**src/rtl/uart_rx_16x_pkg.sv**
```systemverilog
// rtl/uart_rx_16x_pkg.sv - shared lab4 serial constants and receiver FSM encoding
package uart_rx_16x_pkg;

    typedef logic [2:0] rx_state_t;

    localparam rx_state_t ST_IDLE  = 3'd0;
    localparam rx_state_t ST_START = 3'd1;
    localparam rx_state_t ST_DATA  = 3'd2;
    localparam rx_state_t ST_STOP  = 3'd3;
    localparam rx_state_t ST_BREAK = 3'd4;

    localparam int DATA_BITS  = 8;
    localparam int OVERSAMPLE = 16;
    localparam int MID_SAMPLE = 7;

    localparam logic [3:0] SCNT_MID  = 4'(MID_SAMPLE);
    localparam logic [3:0] SCNT_LAST = 4'(OVERSAMPLE - 1);
    localparam logic [2:0] BCNT_LAST = 3'(DATA_BITS - 1);

endpackage

```
**src/rtl/uart_rx_16x_if.sv**
```systemverilog
// rtl/uart_rx_16x_if.sv - received-byte holding register handshake to the datapath
interface uart_rx_16x_if;

    logic [7:0] rbr;
    logic       dataAvailable;
    logic       framingError;
    logic       overrun;
    logic       dataTaken;

    modport master (
        output rbr,
        output dataAvailable,
        output framingError,
        output overrun,
        input  dataTaken
    );

    modport slave (
        input  rbr,
        input  dataAvailable,
        input  framingError,
        input  overrun,
        output dataTaken
    );

endinterface

```
**src/rtl/uart_rx_16x_baud_tick_gen.sv**
```systemverilog
// rtl/uart_rx_16x_baud_tick_gen.sv - free-running 16x oversampling tick, shared with the transmitter
module baud_tick_gen #(
    parameter int DIVISOR = 326
) (
    input  logic CLK,
    input  logic RESETN,
    output logic tick
);

    localparam int            CW   = $clog2(DIVISOR);
    localparam logic [CW-1:0] LAST = CW'(DIVISOR - 1);

    logic [CW-1:0] cnt;

    always_ff @(posedge CLK or negedge RESETN) begin
        if (!RESETN) begin
            cnt <= '0;
        end else if (cnt == LAST) begin
            cnt <= '0;
        end else begin
            cnt <= cnt + CW'(1);
        end
    end

    assign tick = (cnt == LAST);

endmodule

```
**src/rtl/uart_rx_16x.sv**
```systemverilog
// rtl/uart_rx_16x.sv - 8N1 serial receiver with 16x oversampling, holding register and status flags
module uart_rx_16x
    import uart_rx_16x_pkg::*;
#(
    parameter int DIVISOR = 326
) (
    input  logic            CLK,
    input  logic            RESETN,
    input  logic            rxd,
    uart_rx_16x_if.master   rx_if
);

    logic       rxd_meta;
    logic       rxs;
    logic       tick;
    rx_state_t  state;
    logic [3:0] scnt;
    logic [2:0] bcnt;
    logic [7:0] shreg;
    logic       frame_ok;
    logic       frame_err;

    logic [7:0] rbr_q;
    logic       dav_q;
    logic       fe_q;
    logic       ov_q;

    baud_tick_gen #(.DIVISOR(DIVISOR)) u_tick (
        .CLK    (CLK),
        .RESETN (RESETN),
        .tick   (tick)
    );

    // Synchronizer flops reset high so a released reset never looks like a start bit edge.
    always_ff @(posedge CLK or negedge RESETN) begin
        if (!RESETN) begin
            rxd_meta <= 1'b1;
            rxs      <= 1'b1;
        end else begin
            rxd_meta <= rxd;
            rxs      <= rxd_meta;
        end
    end

    always_ff @(posedge CLK or negedge RESETN) begin
        if (!RESETN) begin
            state <= ST_IDLE;
            scnt  <= '0;
            bcnt  <= '0;
            shreg <= '0;
        end else if (tick) begin
            case (state)
                ST_IDLE: begin
                    if (!rxs) begin
                        state <= ST_START;
                        scnt  <= '0;
                    end
                end
                ST_START: begin
                    if (scnt == SCNT_MID) begin
                        if (!rxs) begin
                            state <= ST_DATA;
                            scnt  <= '0;
                            bcnt  <= '0;
                        end else begin
                            state <= ST_IDLE;
                        end
                    end else begin
                        scnt <= scnt + 4'd1;
                    end
                end
                ST_DATA: begin
                    // scnt wraps 15 -> 0, so each later sample lands one full bit after the previous.
                    scnt <= scnt + 4'd1;
                    if (scnt == SCNT_LAST) begin
                        shreg <= {rxs, shreg[7:1]};
                        bcnt  <= bcnt + 3'd1;
                        if (bcnt == BCNT_LAST) begin
                            state <= ST_STOP;
                        end
                    end
                end
                ST_STOP: begin
                    scnt <= scnt + 4'd1;
                    if (scnt == SCNT_LAST) begin
                        state <= rxs ? ST_IDLE : ST_BREAK;
                    end
                end
                ST_BREAK: begin
                    if (rxs) begin
                        state <= ST_IDLE;
                    end
                end
                default: begin
                    state <= ST_IDLE;
                end
            endcase
        end
    end

    assign frame_ok  = tick && (state == ST_STOP) && (scnt == SCNT_LAST) &&  rxs;
    assign frame_err = tick && (state == ST_STOP) && (scnt == SCNT_LAST) && !rxs;

    // Acknowledge clears everything first; a same-cycle frame event then overrides its own flag.
    always_ff @(posedge CLK or negedge RESETN) begin
        if (!RESETN) begin
            rbr_q <= '0;
            dav_q <= 1'b0;
            fe_q  <= 1'b0;
            ov_q  <= 1'b0;
        end else begin
            if (rx_if.dataTaken) begin
                dav_q <= 1'b0;
                fe_q  <= 1'b0;
                ov_q  <= 1'b0;
            end
            if (frame_ok) begin
                if (!dav_q || rx_if.dataTaken) begin
                    rbr_q <= shreg;
                    dav_q <= 1'b1;
                    fe_q  <= 1'b0;
                end else begin
                    ov_q <= 1'b1;
                end
            end
            if (frame_err) begin
                fe_q <= 1'b1;
            end
        end
    end

    assign rx_if.rbr           = rbr_q;
    assign rx_if.dataAvailable = dav_q;
    assign rx_if.framingError  = fe_q;
    assign rx_if.overrun       = ov_q;

endmodule

```
**src/flat_wrapper.sv**
```systemverilog
// flat-port wrapper written by rule: the top's interface ports become plain ports
module uart_rx_16x_flat import uart_rx_16x_pkg::*;
#(
    parameter int DIVISOR = 326
)
  (CLK, RESETN, rxd, rx_if_rbr, rx_if_dataAvailable, rx_if_framingError, rx_if_overrun, rx_if_dataTaken);
  uart_rx_16x_if rx_if_i ();
  input  logic CLK;
  input  logic RESETN;
  input  logic rxd;
  output wire logic [$bits(rx_if_i.rbr)-1:0] rx_if_rbr;
  output wire logic [$bits(rx_if_i.dataAvailable)-1:0] rx_if_dataAvailable;
  output wire logic [$bits(rx_if_i.framingError)-1:0] rx_if_framingError;
  output wire logic [$bits(rx_if_i.overrun)-1:0] rx_if_overrun;
  input wire logic [$bits(rx_if_i.dataTaken)-1:0] rx_if_dataTaken;
  assign rx_if_rbr = rx_if_i.rbr;
  assign rx_if_dataAvailable = rx_if_i.dataAvailable;
  assign rx_if_framingError = rx_if_i.framingError;
  assign rx_if_overrun = rx_if_i.overrun;
  assign rx_if_i.dataTaken = rx_if_dataTaken;
  uart_rx_16x #(.DIVISOR(DIVISOR)) u_core (.CLK(CLK), .RESETN(RESETN), .rxd(rxd), .rx_if(rx_if_i));
endmodule
```
**config.mk**
```make
export PLATFORM = sky130hd
export DESIGN_NAME = uart_rx_16x_flat
export DESIGN_NICKNAME = d
export VERILOG_FILES = /design/src/rtl/uart_rx_16x_pkg.sv /design/src/rtl/uart_rx_16x_if.sv /design/src/rtl/uart_rx_16x_baud_tick_gen.sv /design/src/rtl/uart_rx_16x.sv /design/src/flat_wrapper.sv
export SDC_FILE = /design/constraint.sdc
export NUM_CORES = 1
export LEC_CHECK = 0
export ABC_AREA = 1
export BUFFER_PORTS_ARGS = -buffer_cell sky130_fd_sc_hd__buf_2
export CORE_MARGIN = 10
export CORE_UTILIZATION = 45
export CTS_CLUSTER_DIAMETER = 30
export CTS_CLUSTER_SIZE = 28
export DETAILED_ROUTE_END_ITERATION = 6
export PLACE_DENSITY_LB_ADDON = 0.25
export SKIP_CTS_REPAIR_TIMING = 1
export SLEW_MARGIN = 20
export SYNTH_ARGS = -nofsm -noshare
export SYNTH_HDL_FRONTEND = slang
export SYNTH_HIERARCHICAL = 1
export SYNTH_SLANG_ARGS = --single-unit
```
**constraint.sdc**
```tcl
create_clock -name CLK -period 2.07 [get_ports CLK]
set_input_delay 0.207 -clock CLK [delete_from_list [all_inputs] [get_ports CLK]]
set_output_delay 0.207 -clock CLK [all_outputs]
set_load 0.02 [all_outputs]
```
==> results of run 1 <==
layout by cell type (no fill, tap or decap), drive strengths merged, types with 3 or more instances in the layout:
master and count:
a21oi 3, buf 22, clkbuf 5, dfrtp 38
ha 5, inv 37, nand2 79, nand3 17
nand4 4, nor2 30, o21ai 16, o21bai 7
cells in the mapped netlist:
| cell type | count |
|---|---|
| nor2_4 | 2 |
| nor2_1 | 24 |
| inv_2 | 2 |
| o21ai_2 | 11 |
| nand4_1 | 3 |
| nand3_2 | 3 |
| o21ai_0 | 5 |
| nand2_2 | 3 |
| inv_1 | 34 |
| nand2_1 | 76 |
| xor2_1 | 2 |
| o21bai_1 | 7 |
| a21oi_1 | 3 |
| dfstp_2 | 2 |
| buf_4 | 1 |
| nor2_2 | 4 |
| nand4_4 | 1 |
| nand3_1 | 14 |
| ha_1 | 5 |
| xnor2_1 | 1 |
| buf_6 | 1 |
| dfrtp_1 | 38 |
flip-flops by register name (all words and copies together) (netlist names), 3 cells and up:
| register | flops |
|---|---|
| u_core/u_tick/cnt | 9 |
| u_core/rx_if.rbr | 8 |
| u_core/shreg | 8 |
| u_core/scnt | 4 |
| u_core/bcnt | 3 |
| u_core/state | 3 |
power by group:
group | switching (mW) | internal (mW)
combinational | 0.0194 | 0.00810
sequential | 0.00270 | 0.784
clock | 0.289 | 0.363
tightest hold or removal path: cells and delay by family:
kind,cells,cell delay [ps]
simple gates,1,60
compound gates,1,60
buf+inv,2,130
per-layer routing:
layer	part of all wire [%]	wire length, um
met1	49	1740
met2	46	1660
met4	2.1	74
met5	0	0
met3	3.3	117
worst max path at each step:
stage | from | to | slack [ps] | cells past startpoint
after floorplan | u_core/u_tick/cnt[1] | u_core/rx_if.rbr[6] | 410 | 12
after global placement | u_core/u_tick/cnt[1] | u_core/shreg[1] | 330 | 11
after detailed placement | u_core/u_tick/cnt[1] | u_core/shreg[1] | 250 | 11
after CTS | u_core/u_tick/cnt[1] | u_core/shreg[1] | 250 | 11
after global routing | u_core/u_tick/cnt[1] | u_core/shreg[1] | 60 | 12
final | u_core/u_tick/cnt[1] | u_core/shreg[1] | 270 | 11
layout make-up:
class	count	area [um2]
multi-input combinational	164	860
tap	52	65.1
inverter	36	135
sequential	40	1000
clock buffer	5	68.8
clock inverter	3	46.3
fill	417	2010
timing repair buffer	24	163
per-stage QoR:
step / util, % / area [um2] / hold WS [ps] / setup WS (ps)
global route: 53.8 / 2340 / 209 / 59.9
detailed placement: 49.5 / 2160 / 128 / 253
CTS: 52.2 / 2270 / -199 / 251
global placement: 49.5 / 2160 / 132 / 329
finish: 53.8 / 2340 / 210 / 266
floorplan: - / 2020 / -88.6 / 414
cells by family after synthesis:
logic type,Yosys count
adder cells (fa/ha/maj),5
AO/OA/AOI/OAI,26
XOR/XNOR,3
flip-flops,40
AND/OR/NAND/NOR,130
buffers and inverters,38
==> run metrics, run 1 <==
status completed; H-tree Lvls 2; WL final 3590 um; RR Startpoint u_core/u_tick/cnt[1]; Crit Path Class flip-flop to flip-flop; Antenna Nets Post-Route 0; initial antenna violation count 0; maximum number of pins on one net before global-route repair 17; pwr dens 626 mW/mm2; global route overflow 0; Yosys Warn Count 6; largest family of logic cells by synthesized area simple AND/OR/NAND/NOR gates; max-slew violations 0; LEAKAGE 1.22 nW; Tightest Pin Transition 332 ps; hold crit path type primary input to flip-flop; Compound-Gate Fraction of Synth Area 9.37%; register area share after synthesis 49.8%; fmax 0.554 GHz; critical path endpoint category flip-flop; worst-path cell chain inv_1, ha_1, nand2_1, nor2_1, nand2_1, inv_1, inv_1, nor2_4, nand2_2, inv_1, o21ai_0; post-synthesis mux area share 0%; flops & latches, synth 40; WP buf/inv 4; placed insts 309; clk_lat worst skew 300 ps; hold depth 4; core area 0.00435 mm2; Post-Synth Simple-Gate Area 28.8%; most used cell, CP inv_1; critical path data required time 2260 ps; synth unique cells 22; Final min period 1800 ps; Vias/cell 4.68; global-route met3 utilization 2.81%; final setup fails 0; DRC viols 0; Setup Total Neg Slack 0 ps; GP Congestion 0.873; CP Max Fanout 13; vias in the first global route 1461; gr busiest metal met2; Reg2Reg Depth 11; synth top area cells dfrtp_1, nand2_1, inv_1; first-pass GRT wire length 6310 um; crit start category flip-flop; drt initial violations 50; CP top delay family simple AND/OR/NAND/NOR gates; Num CTS Buffers 5; WHS Endpoint u_core/rx_if.overrun; TritonCTS clock tree yes; Starting Density 46.3%; die area 0.00756 mm2; crit share post-route 87.2%; hold violation total from the final report 0; flop2flop setup slack 270 ps; Layout Nets 280; RSZ-0062 raised after global routing no; clk slew on worst S/H paths 80 ps; CTS root buf clkbuf_8; synthesized area per cell 8.33 um2; Mapped Cells 242; Synth-to-Final Area Change 16.1%; met2 Track Usage GR 15.7%; area leader, netlist dfrtp_1; top-level I/O count 15; Rows 24; # Max-Cap Violations 0; Syn Std Cell Area 0.00202 mm2; # port buffers 14; Setup Skew 8.14 ps; Mapped Nets 251; via count 1517; Die X 87.0 um; Max stage delay cell, worst path dfrtp_1; CTS max path bufs 2; First-pass DRT Iterations 4; peak supply drop 0.378 mV; Crit path largest cell delay 400 ps; critical path arrival 1990 ps; DP Wirelength 2620 um; Synth Area in Adders 3.10%; Clock Sink Count 40; Synth top area share 47.1%; GR Util All Layers 10.2%; worst rel slew slack 77.8%; layout cell share with drive strength beyond 1 21.3%; Hold Startpoint rx_if_dataTaken; Avg WL per Cell 11.1 um; grt met1 use 12.3%; Die Ht 87.0 um; r2r endpoint u_core/shreg[1]; fin cells 324; Post-Synth XOR/XNOR Area 1.30%; n_diodes 0; overall power 1.47 mW
No activity file was read; power rests on OpenSTA's default activity.
==> inputs of run 2 (changes only) <==
Settings changed: CORE_UTILIZATION 45 to 55.
==> run 2 against run 1 <==
Effect of this change: worst setup slack worse by 12 ps; hold slack lost 190 ps; clock power rose by 3.8%; global-route usage rose by 1.6 points; clock-buffer cell count up 2; die area fell by 14%; critical path depth is the same; non-clock buffer count decreased by 8; critical path type unchanged; critical endpoint unchanged; largest power group unchanged.
==> run metrics, run 2 (synthesis results as in run 1) <==
Final min period 1820 ps (was 1800 ps); n_diodes 0 (unchanged); hold violation total from the final report 0 (unchanged); final setup fails 0 (unchanged); Clock Sink Count 40 (unchanged); Vias/cell 5.02 (was 4.68); Setup Total Neg Slack 0 ps (unchanged); fmax 0.550 GHz (was 0.554 GHz); RR Startpoint u_core/u_tick/cnt[1] (unchanged); layout cell share with drive strength beyond 1 19.3% (was 21.3%); first-pass GRT wire length 6150 um (was 6310 um); critical path arrival 1980 ps (was 1990 ps); Antenna Nets Post-Route 0 (unchanged); worst rel slew slack 43.5% (was 77.8%); First-pass DRT Iterations 4 (unchanged); flop2flop setup slack 250 ps (was 270 ps); Die Ht 80.6 um (was 87.0 um); CP endpoint u_core/shreg[1] (unchanged); top-level I/O count 15 (unchanged); hold crit path type primary input to async pin (was primary input to flip-flop); CP Max Fanout 13 (unchanged); via count 1557 (was 1517); Synth-to-Final Area Change 12.5% (was 16.1%); max FFs per register 9 (unchanged); overall power 1.49 mW (was 1.47 mW); maximum number of pins on one net before global-route repair 41 (was 17); # Max-Cap Violations 0 (unchanged); clk_lat worst skew 290 ps (was 300 ps); Setup Skew 7.41 ps (was 8.14 ps); DP Wirelength 2660 um (was 2620 um); status completed (unchanged); most common cell after layout, fill and taps aside nand2_1 (unchanged); Register Area 0.00100 mm2 (unchanged); pwr dens 655 mW/mm2 (was 626 mW/mm2); WL final 3510 um (was 3590 um); H-tree Lvls 2 (unchanged); CTS max path bufs 2 (unchanged); Critical path origin u_core/u_tick/cnt[1] (unchanged); RSZ-0062 raised after global routing no (unchanged); crit share post-route 87.8% (was 87.2%); commonest cells after routing, fill and taps aside nand2_1, dfrtp_1, inv_1 (unchanged); Die X 80.6 um (was 87.0 um); GR Util All Layers 11.8% (was 10.2%); crit start category flip-flop (unchanged); Reg2Reg Depth 11 (unchanged); global-route met3 utilization 4.23% (was 2.81%); initial antenna violation count 0 (unchanged); Rows 21 (was 24); CTS root buf clkbuf_8 (unchanged); met2 Track Usage GR 18.3% (was 15.7%); gr busiest metal met2 (unchanged); Fill cells 293 (was 417); Tightest Pin Transition 847 ps (was 332 ps); TritonCTS clock tree yes (unchanged); Num CTS Buffers 5 (unchanged); LEAKAGE 1.19 nW (was 1.22 nW); GP Congestion 0.820 (was 0.873); max-slew violations 0 (unchanged); die area 0.00649 mm2 (was 0.00756 mm2); global route overflow 0 (unchanged); DRC viols 0 (unchanged); Crit Path Class flip-flop to flip-flop (unchanged); Top reg by flops u_core/u_tick/cnt (unchanged); clk slew on worst S/H paths 70 ps (was 80 ps); Avg WL per Cell 11.3 um (was 11.1 um); r2r endpoint u_core/shreg[1] (unchanged); Layout Nets 272 (was 280); drt initial violations 113 (was 50); grt met1 use 14.5% (was 12.3%); vias in the first global route 1432 (was 1461); # port buffers 14 (unchanged); Starting Density 58.6% (was 46.3%); area occupied by multi-input gates 860 um2 (unchanged); core area 0.00344 mm2 (was 0.00435 mm2); critical path endpoint category flip-flop (unchanged); critical path data required time 2240 ps (was 2260 ps); peak supply drop 0.413 mV (was 0.378 mV)
-- run 2: cell count changes in the layout (fill, tap and decap cells not counted), sizes merged --
cell | before | now
buf | 22 | 15
clkbuf | 5 | 7
inv | 37 | 36
clkinvlp | 1 | 0
dlygate4sd3 | 2 | 1
-- run 2: layout make-up --
cell class,instances,area share (%)
repair buffers,16,3.86
well taps,46,2.54
clock buffers,7,4.24
multi-input cells,164,37.9
clock inverters,1,1.32
flip-flops and latches,40,44.2
inverters,36,5.95
-- run 2: how the worst min path moves through the flow --
stage,start,to
finish,RESETN,u_core/u_tick/cnt[4]
global route,RESETN,u_core/u_tick/cnt[8]
CTS,rxd,u_core/rxd_meta
detailed placement,rxd,u_core/rxd_meta
global placement,rxd,u_core/rxd_meta
floorplan,RESETN,u_core/bcnt[0]
-- run 2: through the flow --
stage,hold WS (ps),instance area (um2),std cells,setup WS [ps],util [%]
6_report,22.3,2270,310,253,65.9
5_1_grt,105,2270,310,84.0,65.9
4_1_cts,2.05,2260,309,234,65.6
3_5_place_dp,314,2130,301,251,62.0
3_3_place_gp,313,2130,301,318,62.0
2_1_floorplan,-88.6,2020,242,414,-
-- run 2: per-layer routing --
| layer | share of wire (%) | up-vias |
|---|---|---|
| met2 | 44 | 21 |
| met5 | 0 | - |
| met1 | 49 | 732 |
| met3 | 5.8 | 6 |
| met4 | 1.5 | 0 |
| li1 | - | 798 |
-- run 2: worst max-delay path, stage by stage, from the launching register on --
cell,delay [ps]
dfrtp_1,390
inv_1,60
ha_1,130
nand2_1,50
nor2_1,90
nand2_1,100
inv_1,90
inv_1,80
nor2_4,170
nand2_2,210
inv_1,220
o21ai_0,110
-- run 2: where the power goes --
part           total (mW)  internal, mW  switching (mW)
Combinational      0.0220       0.00439          0.0176
Sequential          0.788         0.785         0.00293
Clock               0.677         0.425           0.252
==> inputs of run 3 (changes only) <==
Settings changed: ABC_AREA 1 to unset, CORE_UTILIZATION 55 to 58.
==> run 3 against run 2 <==
Effect of this change: the run now ends with negative setup slack left; hold slack improved by 340 ps; worst setup slack lost 280 ps; utilization grew 5.5 points; global-route usage up 0.51 points; synthesized area shrank 10%; final cell count decreased by 25%; design area decreased by 4.6%; sequential share of layout area up 2.1 points; maximum frequency decreased by 13%; critical endpoint is now u_core/rx_if.rbr[0]; largest power group unchanged.
==> run metrics, run 3 <==
RSZ-0062 raised after global routing yes (was no); CTS max path bufs 2 (unchanged); DRC viols 0 (unchanged); Yosys Warn Count 6 (unchanged); clk_lat worst skew 370 ps (was 290 ps); Rows 20 (was 21); maximum number of pins on one net before global-route repair 41 (unchanged); area leader, netlist dfrtp_1 (unchanged); drt initial violations 104 (was 113); GP Congestion 0.882 (was 0.820); Clock Sink Count 40 (unchanged); Final min period 2090 ps (was 1820 ps); Fin Hold WS 365 ps (was 22.3 ps); pwr dens 618 mW/mm2 (was 655 mW/mm2); critical path data required time 2330 ps (was 2240 ps); first-pass GRT wire length 5870 um (was 6150 um); Post-synth EDFFs 0 (unchanged); hold crit path type flip-flop to flip-flop (was primary input to async pin); Die Ht 75.9 um (was 80.6 um); WP buf/inv 2 (was 4); P_int 1.04 mW (was 1.21 mW); fmax 0.478 GHz (was 0.550 GHz); peak supply drop 0.472 mV (was 0.413 mV); stages on the worst setup path 10 (was 11); net switching power 0.293 mW (was 0.273 mW); Synth-to-Final Area Change 19.3% (was 12.5%); First-pass DRT Iterations 4 (unchanged); Seq pwr share 58.8% (was 53.0%); post-route cell area 0.00216 mm2 (was 0.00227 mm2); overall power 1.34 mW (was 1.49 mW); synthesized area per cell 12.1 um2 (was 8.33 um2); initial antenna violation count 0 (unchanged); violated checks negative setup slack; Top reg by flops u_core/u_tick/cnt (unchanged); core area 0.00303 mm2 (was 0.00344 mm2); vias in the first global route 1286 (was 1432); Reg2Reg Depth 10 (was 11); setup ws final -22.5 ps (was 253 ps); top-level I/O count 15 (unchanged); Mapped Cells 150 (was 242); Crit Path Class flip-flop to flip-flop (unchanged); flops & latches, synth 40 (unchanged); crit start category flip-flop (unchanged); Starting Density 59.9% (was 58.6%); Die X 75.9 um (was 80.6 um); worst-path cell chain inv_1, ha_1, nand4bb_1, nor2_4, nor2b_4, nand4_4, or2_4, a21oi_4, buf_12, mux2_2 (was inv_1, ha_1, nand2_1, nor2_1, nand2_1, inv_1, inv_1, nor2_4, nand2_2, inv_1, o21ai_0); Num CTS Buffers 5 (unchanged); LEAKAGE 1.05 nW (was 1.19 nW); Setup Skew 13.5 ps (was 7.41 ps); synth top area cells dfrtp_1, mux2_2, ha_1 (was dfrtp_1, nand2_1, inv_1); n_diodes 0 (unchanged); critical path endpoint category flip-flop (unchanged); global route overflow 0 (unchanged); switching part of the total power 21.9% (was 18.3%); Syn Std Cell Area 0.00181 mm2 (was 0.00202 mm2); H-tree Lvls 2 (unchanged); ys async rst share 100% (unchanged); Avg WL per Cell 14.2 um (was 11.3 um); hold violation total from the final report 0 (unchanged); CP Max Fanout 8 (was 13); commonest cells in the netlist dfrtp_1, mux2_2, nor2_1, o21ai_0 (was nand2_1, dfrtp_1, inv_1, nor2_1, nand3_1); Fill cells 223 (was 293); hold depth 0; WL final 3290 um (was 3510 um); Vias/cell 5.35 (was 5.02); register area share after synthesis 55.3% (was 49.8%); Clk pwr share 39.1% (was 45.5%); layout cell share with drive strength beyond 1 35.3% (was 19.3%); # Max-Cap Violations 0 (unchanged); TritonCTS clock tree yes (unchanged); clk slew on worst S/H paths 110 ps (was 70 ps); count leader, synth dfrtp_1 (was nand2_1); critical path arrival 2350 ps (was 1980 ps); max FFs per register 9 (unchanged); most common cell after layout, fill and taps aside dfrtp_1 (was nand2_1); GR Util All Layers 12.3% (was 11.8%); combinational share of power 2.0% (was 1.5%); Synth top area share 52.4% (was 47.1%); crit share post-route 101% (was 87.8%); DP Area 0.00201 mm2 (was 0.00213 mm2); Register Area 0.00100 mm2 (unchanged); Setup WS pre-CTS -71.6 ps (was 251 ps); # port buffers 14 (unchanged); max-slew violations 0 (unchanged); synth unique cells 36 (was 22); CTS root buf clkbuf_4 (was clkbuf_8); commonest cells after routing, fill and taps aside dfrtp_1, mux2_2, buf_2, buf_4 (was nand2_1, dfrtp_1, inv_1); Layout Nets 195 (was 272); Max stage delay cell, worst path dfrtp_1 (unchanged); Setup Total Neg Slack -80.7 ps (was 0 ps); die area 0.00577 mm2 (was 0.00649 mm2); worst rel slew slack 41.8% (was 43.5%); Mapped Nets 159 (was 251); DP Wirelength 2330 um (was 2660 um); status complete, but fails checks (was completed); area occupied by multi-input gates 763 um2 (was 860 um2); Crit path largest cell delay 390 ps (about the same); Tightest Pin Transition 873 ps (was 847 ps); Antenna Nets Post-Route 0 (unchanged); final setup fails 8 (was 0); Main synth FF type dfrtp_1 (unchanged); CP top delay family simple AND/OR/NAND/NOR gates (unchanged); via count 1237 (was 1557)
-- run 3: cell count changes in the layout (fill, tap and decap cells not counted), moves of 9 or more --
cell	previous run	this run
buf_4	1	14
nand2_1	76	7
nand3_1	14	5
mux2_2	0	19
inv_1	34	7
nor2_1	24	11
o21ai_2	11	0
-- run 3: power by group through the flow --
stage	registers [mW]	clock network (mW)	logic, mW
after CTS	0.787	0.528	0.0239
after global routing	0.788	0.565	0.0318
after floorplan	0.801	0	0.00488
after global placement	0.802	0	0.0226
final	0.787	0.523	0.0273
after detailed placement	0.802	0	0.0237
-- run 3: routing by layer --
layer	vias to the layer above	routed length (um)	GRT usage [%]
met1	612	1520	14.6
met5	-	0	0
met3	8	119	3.18
met2	21	1580	19.5
met4	0	78	7.58
li1	596	-	-
-- run 3: metrics by stage --
step                      cells  utilization (%)
after detailed placement    216             66.2
final                       231             71.5
after global placement      216             66.2
after global routing        231             71.5
after CTS                   224             68.9
after floorplan             150                -
-- run 3: cell families (layout without fill, tap and decap cells) --
| kind of cell | count (synthesis) | count (layout) | synth area share [%] |
|---|---|---|---|
| AO/OA/AOI/OAI | 25 | 25 | 8.90 |
| multiplexers | 21 | 21 | 12.9 |
| XOR/XNOR | 5 | 5 | 2.41 |
| flip-flops | 40 | 40 | 55.3 |
| AND/OR/NAND/NOR | 43 | 43 | 13.9 |
| buffers and inverters | 11 | 48 | 3.17 |
| adder cells (fa/ha/maj) | 5 | 5 | 3.45 |
-- run 3: layout make-up --
| type | instances | area share, % |
|---|---|---|
| clock buffer | 5 | 1.73 |
| clock inverter | 3 | 1.97 |
| inverter | 7 | 1.21 |
| multi-input combinational | 99 | 35.3 |
| sequential | 40 | 46.4 |
| tap | 44 | 2.54 |
| timing repair buffer | 33 | 10.9 |
-- run 3: worst paths after layout --
path	from	end	slack, ps
setup / recovery	u_core/u_tick/cnt[1]	u_core/rx_if.rbr[0]	-20
hold / removal	u_core/rxd_meta	u_core/rxs	360
setup reg to reg	u_core/u_tick/cnt[1]	u_core/rx_if.rbr[0]	-20
hold reg to reg	u_core/rxd_meta	u_core/rxs	360
max in group asynchronous	RESETN	u_core/u_tick/cnt[5]	1040
min in group asynchronous	RESETN	u_core/u_tick/cnt[2]	480
